[config.mk]
export PLATFORM = sky130hd
export DESIGN_NAME = ro_gray_sched
export DESIGN_NICKNAME = d
export VERILOG_FILES = /design/src/rtl/ro_gray_sched.sv
export SDC_FILE = /design/constraint.sdc
export NUM_CORES = 1
export LEC_CHECK = 0
export CAP_MARGIN = 10
export CORE_AREA = 2 2 69 71
export CTS_BUF_LIST = sky130_fd_sc_hd__clkbuf_16
export DETAILED_ROUTE_END_ITERATION = 10
export DIE_AREA = 0 0 71 73
export GPL_ROUTABILITY_DRIVEN = 0
export PLACE_DENSITY = 0.65
export SLEW_MARGIN = 20
export SYNTH_ARGS = -nofsm -noshare
export SYNTH_HDL_FRONTEND = slang
export SYNTH_SLANG_ARGS = --single-unit
[constraint.sdc]
create_clock -name clk_master -period 1.85 [get_ports clk_master]
set_input_delay 0.185 -clock clk_master [delete_from_list [all_inputs] [get_ports clk_master]]
set_output_delay 0.185 -clock clk_master [all_outputs]
set_load 0.1 [all_outputs]
[src/rtl/ro_gray_sched.sv]
// rtl/ro_gray_sched.sv - Gray-slot readout scheduler with sticky per-channel event flags
// Optional per-channel overflow tracking is enabled by defining RO_OVF_EN.
module ro_gray_sched #(
  parameter int  N_CH = 8,
  localparam int CH_W = $clog2(N_CH)
) (
  input  logic             clk_master,
  input  logic             rstb,
  input  logic             en,
  input  logic [N_CH-1:0]  in_eve,
  input  logic [N_CH-1:0]  in_pol_eve,
  output logic [N_CH-1:0]  gray_count,
  output logic             out_valid,
  output logic [CH_W-1:0]  out_ch,
  output logic             out_eve,
  output logic             out_pol_eve,
  output logic             out_ovf,
  output logic             frame
);

  localparam logic [N_CH-1:0] B_ONE = {{(N_CH-1){1'b0}}, 1'b1};

  logic [N_CH-1:0] b_q, b_d;
  logic [N_CH-1:0] pend_eve_q, pend_eve_d;
  logic [N_CH-1:0] pend_pol_q, pend_pol_d;
  logic            out_valid_q, out_valid_d;
  logic [CH_W-1:0] out_ch_q, out_ch_d;
  logic            out_eve_q, out_eve_d;
  logic            out_pol_q, out_pol_d;
  logic            frame_q, frame_d;

  logic [CH_W-1:0] sel;
  logic            sel_found;
  logic [N_CH-1:0] read_mask;

  // The toggling Gray bit is the trailing-ones count of b; the top channel owns the wrap slot.
  always_comb begin
    sel       = CH_W'(N_CH - 1);
    sel_found = 1'b0;
    for (int i = 0; i < N_CH - 1; i++) begin
      if (!sel_found && !b_q[i]) begin
        sel       = CH_W'(i);
        sel_found = 1'b1;
      end
    end
  end

  always_comb begin
    read_mask      = '0;
    read_mask[sel] = en;
  end

  // Capture ORs in after the read clear, so a same-cycle event survives its own read.
  always_comb begin
    b_d         = en ? b_q + B_ONE : b_q;
    pend_eve_d  = (pend_eve_q & ~read_mask) | in_eve;
    pend_pol_d  = (pend_pol_q & ~read_mask) | in_pol_eve;
    out_valid_d = en;
    out_ch_d    = en ? sel : out_ch_q;
    out_eve_d   = en ? pend_eve_q[sel] : out_eve_q;
    out_pol_d   = en ? pend_pol_q[sel] : out_pol_q;
    frame_d     = en && (b_q == '1);
  end

  always_ff @(posedge clk_master or negedge rstb) begin
    if (!rstb) begin
      b_q         <= '0;
      pend_eve_q  <= '0;
      pend_pol_q  <= '0;
      out_valid_q <= 1'b0;
      out_ch_q    <= '0;
      out_eve_q   <= 1'b0;
      out_pol_q   <= 1'b0;
      frame_q     <= 1'b0;
    end else begin
      b_q         <= b_d;
      pend_eve_q  <= pend_eve_d;
      pend_pol_q  <= pend_pol_d;
      out_valid_q <= out_valid_d;
      out_ch_q    <= out_ch_d;
      out_eve_q   <= out_eve_d;
      out_pol_q   <= out_pol_d;
      frame_q     <= frame_d;
    end
  end

`ifdef RO_OVF_EN
  logic [N_CH-1:0] ovf_q, ovf_d;
  logic [N_CH-1:0] ovf_set;
  logic            out_ovf_q, out_ovf_d;

  // A second event on an unread channel means the first one was merged away.
  always_comb begin
    ovf_set   = in_eve & pend_eve_q & ~read_mask;
    ovf_d     = (ovf_q & ~read_mask) | ovf_set;
    out_ovf_d = en ? ovf_q[sel] : out_ovf_q;
  end

  always_ff @(posedge clk_master or negedge rstb) begin
    if (!rstb) begin
      ovf_q     <= '0;
      out_ovf_q <= 1'b0;
    end else begin
      ovf_q     <= ovf_d;
      out_ovf_q <= out_ovf_d;
    end
  end

  assign out_ovf = out_ovf_q;
`else
  assign out_ovf = 1'b0;
`endif

  assign gray_count  = b_q ^ (b_q >> 1);
  assign out_valid   = out_valid_q;
  assign out_ch      = out_ch_q;
  assign out_eve     = out_eve_q;
  assign out_pol_eve = out_pol_q;
  assign frame       = frame_q;

endmodule
; After elaboration in Yosys (flattened, before gate mapping)
; Index checks and enable logic that the tools add are counted.
[totals]
in_bits = 19
out_inout_bits = 16
word_cells = 57
ff_bits = 31
[op_classes]
n_mux = 19
reduce_logical = 19
bitwise_logic = 7
addsub = 1
n_lt_le_gt_ge = 2
n_eq_ne = 1
[op_table]
columns = op, count
row1 = $and 8x8->8, 3
row2 = $mux 3, 7
row3 = $or 8x8->8, 2
row4 = $logic_not 1->1, 11
row5 = $mux 1, 9
row6 = $add 8x1->8 const B, 1
row7 = $eq 8x8->1 const B, 1
row8 = $logic_and 1x1->1, 8
row9 = $not 8->8, 1
row10 = $xor 8x7->8, 1
row11 = $bmux 1 s3, 2
row12 = $lt 3x4->1 const B, 1
row13 = $demux 1 s3, 1
row14 = $ge 3x1->1 const B, 1

; Longest topological paths before layout
[depth]
depth_word = 26
mapped_depth = 9
mapped_depth_nobuf = 8

; Worst setup path before layout
; Ideal clock, no wire load.
[synth_path]
path_kind = reg-to-reg
start = register b_q[0]
end = register out_eve_q (netlist: out_eve)
t_arrival_ns = 1.899
stages_incl_launch_ff = 8
synth_period_minus_slack_ns = 2.031
t_required_ns = 1.719
path_buffers = 1
setup_ns = 0.131
setup_slack_ns = -0.181
path_cell_list = dfrtp_1 ha_1 buf_2 o311a_1 nand2_1 mux2_1 a221oi_1 a31oi_1
[synth_between]
elab_chain_cells = 19
elab_cells_between_ends = 26
cone_classes = mux: 15 / reduce/logical: 11
[synth_lines]
columns = item, line
row1 = start: declaration, 23  ; logic [N_CH-1:0] b_q, b_d;
row2 = start signal: assignment, 67  ; b_q <= '0;
row3 = start signal: assignment, 76  ; b_q <= b_d;
row4 = $mux 1 or $logic_and 1x1->1 (tied branches), 41  ; if (!sel_found && !b_q[i]) begin
row5 = $mux 1, 41
row6 = $logic_not 1->1, 41
row7 = $logic_and 1x1->1, 41
row8 = $mux 1, 41
row9 = $logic_not 1->1, 41
row10 = $logic_and 1x1->1, 41
row11 = $mux 1, 41
row12 = (+3 left out), -
row13 = $logic_not 1->1, 41
row14 = $logic_and 1x1->1, 41
row15 = $mux 1, 41
row16 = $logic_not 1->1, 41
row17 = $logic_and 1x1->1, 41
row18 = $mux 3 (*), 41
row19 = $bmux 1 s3 (*), 60  ; out_eve_d = en ? pend_eve_q[sel] : out_eve_q;
row20 = $mux 1 (implied by the code) (*), 60
row21 = end signal: assignment, 81  ; out_eve_q <= out_eve_d;
row22 = end: declaration, 28  ; logic out_eve_q, out_eve_d;
; Mark *: on every way between the ends. The rest lies on a longest branch, timed or not. The select of a mux whose other input is x is not followed.
; A chain may end at the register's enable or synchronous reset.

; Worst setup path after layout
[layout_path]
start = register b_q[1]
end = register out_eve_q (netlist: out_eve)
[layout_between]
elab_chain_cells = 20
elab_cells_between_ends = 25
cone_classes = mux: 13 / reduce/logical: 12
[layout_lines]
columns = item, line
row1 = $logic_not 1->1 (*), 41
row2 = $logic_and 1x1->1 (*), 41
row3 = $mux 1, 41
row4 = $logic_not 1->1, 41
row5 = $logic_and 1x1->1, 41
row6 = $mux 1, 41
row7 = $logic_not 1->1, 41
row8 = $logic_and 1x1->1, 41
row9 = (+4 left out), -
row10 = $logic_not 1->1, 41
row11 = $logic_and 1x1->1, 41
row12 = $mux 1, 41
row13 = $logic_not 1->1, 41
row14 = $logic_and 1x1->1, 41
row15 = $mux 3 (*), 41
row16 = $bmux 1 s3 (*), 60
row17 = $mux 1 (implied by the code) (*), 60
; Marks and branches as above.

==> results.rst <==
.. list-table::
   :header-rows: 1

   * - Metric
     - Value
   * - Result of the run
     - complete, but fails checks
   * - Violated checks
     - negative setup slack
   * - Ordered cell list for the critical path
     - inv_2 -> ha_4 -> or2_4 -> o311a_4 -> nand2_4 -> buf_12 -> mux2_4 -> a221oi_4 -> a31oi_1
   * - Total of buffers placed on input and output ports
     - 33
   * - Syn_nets
     - 192
   * - Post-synth top area cell
     - dfrtp_1
   * - Fill cell instance count of the final layout
     - 393
   * - Synthesized area divided by synthesized cell count
     - 10.1 sq um
   * - Initial antenna violation count
     - 0
   * - Synthesized instance count
     - 164
   * - Routed wire per std cell
     - 14.5 um
   * - Final min period
     - 1.99 ns
   * - Placeable core region
     - 4540 sq um
   * - Clk sink count
     - 31
   * - Number of placement rows
     - 25
   * - Pin count of the biggest net entering global routing
     - 32
   * - Number of iterations in the first detailed-routing pass
     - 4
   * - Total inserted antenna cells
     - 0
   * - MaxCap Viol Count
     - 0
   * - Startpoint type of the worst setup path
     - register
   * - Path type of the worst setup path
     - reg -> reg
   * - Aggregate global routing overflow
     - 0
   * - Register cell area after layout
     - 778 sq um
   * - Ratio of cells with drive above 1 in the final layout
     - 0.360
   * - Maximum achievable frequency
     - 503 MHz
   * - Number of endpoints failing setup at the final stage
     - 10
   * - Max clock buf depth
     - 2
   * - Final period utilization
     - 1.08
   * - Critical Path Slowest Stage Cell
     - dfrtp_2
   * - Max-slew headroom
     - 0.661
   * - Final hold slack
     - 0.302 ns
   * - Number of nets with antenna violations after detailed routing
     - 0
   * - CTS buffer count
     - 5
   * - Clock-pin slew of the registers on the worst-case setup and hold paths
     - 0.05 ns
   * - Post-Place Worst Slack
     - -0.183 ns
   * - Vias in the first global route
     - 1379
   * - Total detailed-routing wirelength
     - 4.08 mm
   * - Vias after detailed routing
     - 1429
   * - Via/cell ratio
     - 5.07
   * - Top-level I/O count
     - 35
   * - Arrival @ worst endpoint
     - 2.14 ns
   * - Worst hold path class
     - in -> async
   * - First-pass GRT wire length
     - 6.63 mm
   * - Post-Synth XOR/XNOR Area
     - 0.0372
   * - Main synth FF type
     - dfrtp_1
   * - Synthesized flop and latch total
     - 31
   * - Clock skew after layout
     - 0.00614 ns
   * - Largest family of logic cells by synthesized area
     - compound AO/OA/AOI/OAI gates
   * - Most common library cells after synthesis
     - dfrtp_1 (31), nand2_1 (17), a21o_1 (16)
   * - Area growth syn-to-layout
     - 56.1%
   * - Mux share of post-synthesis cell area
     - 0.0273
   * - DRC violation count after routing
     - 0
   * - Unrepaired setup endpoints after global routing
     - true
   * - Combined area of the multi-input logic cells
     - 940 sq um
   * - GRT Util Overall
     - 0.171
   * - Detailed-placement wirelength estimate
     - 2.98 mm
   * - Yosys cell types
     - 39
   * - Required arrival time at the worst endpoint
     - 2.00 ns
   * - Warning count from the yosys run
     - 0
   * - Asr flop ratio synth
     - 1.00
   * - Final hold violation count
     - 0
   * - Hold Buf Count CTS
     - 0
   * - Area share of and/or/nand/nor cells after synthesis
     - 0.167
   * - Latest clock arrival within the worst-skew pair
     - 0.28 ns
   * - Final Slew Violations
     - 0
   * - Main area contributors after synthesis
     - dfrtp_1 (47%), a21o_1 (7.3%), ha_1 (6.8%)
   * - Slowest cell delay on critical path
     - 0.43 ns
   * - Sequential element share of the synthesized area
     - 0.470
   * - Transition time of the tightest slew-check pin
     - 0.507 ns
   * - Number of nets in the layout
     - 255
   * - Crit. End Element
     - register
   * - Maximum fanout encountered on the critical timing path
     - 5
   * - Die X-Extent
     - 71 um
   * - Complex-gate fraction of the synthesized area
     - 0.182
   * - Effective utilization at floorplan
     - 0.364
   * - Worst setup margin
     - -0.139 ns
   * - Die Area
     - 5180 sq um
   * - H-tree Lvls
     - 2
   * - Detailed router's first-iteration violation count
     - 93
   * - Dominant cell by count in the synthesized netlist
     - dfrtp_1
   * - Synth top area share
     - 0.470
   * - Post-synthesis instance area
     - 1650 sq um
   * - Synthesized-area fraction occupied by adder cells
     - 0.0683
   * - TritonCTS clock tree
     - done
   * - Number of synthesized flops with an enable pin
     - 0
   * - Die Ht
     - 73 um
   * - Buffer cell driving the clock tree root
     - clkbuf_16
==> cells in the final DEF (no fill, tap or decap), types with 2 or more instances in the layout <==
| cell | synthesis | final |
|---|---|---|
| clkbuf_16 | 0 | 5 |
| ha_4 | 0 | 2 |
| mux2_4 | 0 | 2 |
| nand3_1 | 11 | 7 |
| nand3b_1 | 2 | 2 |
| ha_1 | 9 | 6 |
| buf_12 | 0 | 8 |
| buf_4 | 2 | 36 |
| dfrtp_1 | 31 | 29 |
| a21boi_0 | 2 | 2 |
| nand3_2 | 0 | 4 |
| inv_1 | 8 | 9 |
| a21o_1 | 16 | 16 |
| nor2_1 | 10 | 9 |
| nand2_1 | 17 | 15 |
| a31oi_1 | 2 | 2 |
| dfrtp_2 | 0 | 2 |
| mux2_2 | 2 | 2 |
| a21oi_1 | 4 | 3 |
| o21ai_0 | 8 | 7 |
| nor3_1 | 2 | 2 |
| and3_2 | 3 | 3 |
| xnor2_1 | 6 | 6 |
| clkdlybuf4s50_1 | 0 | 18 |
==> per-stage QoR <==
step	cells	TNS (ns)	util	area (sq um)
global route	282	-2.88	0.568	2570
finish	282	-1.22	0.568	2570
floorplan	164	-0.104	-	1690
detailed placement	268	-1.79	0.502	2280
CTS	281	-0.538	0.557	2520
global placement	268	-1.28	0.502	2280
==> kinds of logic after synthesis <==
logic type / count (synthesis)
buffers and inverters: 15
AO/OA/AOI/OAI: 43
XOR/XNOR: 7
multiplexers: 4
flip-flops: 31
AND/OR/NAND/NOR: 54
other: 1
adder cells (fa/ha/maj): 9
==> routing by layer <==
layer | up-vias | part of all wire | track usage
met2 | 36 | 0.49 | 0.271
met3 | 7 | 0.050 | 0.0525
met4 | 0 | 0.022 | 0.0922
li1 | 711 | - | -
met1 | 675 | 0.44 | 0.208
met5 | - | 0 | 0
==> layout make-up <==
class,instances,area share
clock buffers,5,0.0486
clock inverters,3,0.00486
inverters,8,0.0117
multi-input cells,118,0.365
flip-flops and latches,31,0.302
well taps,54,0.0262
repair buffers,63,0.241
==> flip-flops by register name, indices dropped and copies added (netlist names) <==
register and flops:
out_pol_eve 1, pend_pol_q 8, b_q 8, out_ch 3, out_valid 1, pend_eve_q 8
frame 1, out_eve 1
==> critical path, delay by kind of cell (launching register included) <==
family,cells,cell delay (ns)
buf+inv,2,0.16
compound gates,3,0.46
fa+ha+maj,1,0.17
simple gates,2,0.33
flops,1,0.43
mux,1,0.30
==> repair_timing <==
item,4_1_cts,5_1_grt
setup buffers,5,1
pin swaps,19,7
setup endpoints to repair,18,18
resized for setup,14,9
==> final timing paths <==
| path | start | endpoint | slack (ns) | depth (start not counted) |
|---|---|---|---|---|
| min in group clk_master | in_pol_eve[1] | pend_pol_q[1] | 0.46 | 2 |
| max | b_q[1] | out_eve | -0.14 | 9 |
| max in group asynchronous | rstb | b_q[1] | 1.24 | 2 |
| max reg2reg | b_q[1] | out_eve | -0.14 | 9 |
| min | rstb | out_valid | 0.30 | 2 |
| min reg2reg | pend_eve_q[2] | pend_eve_q[2] | 0.47 | 1 |
Power is left out: the tool's default activity adds up to more than one toggle a clock period on the data nets, which glitch-free logic cannot reach.
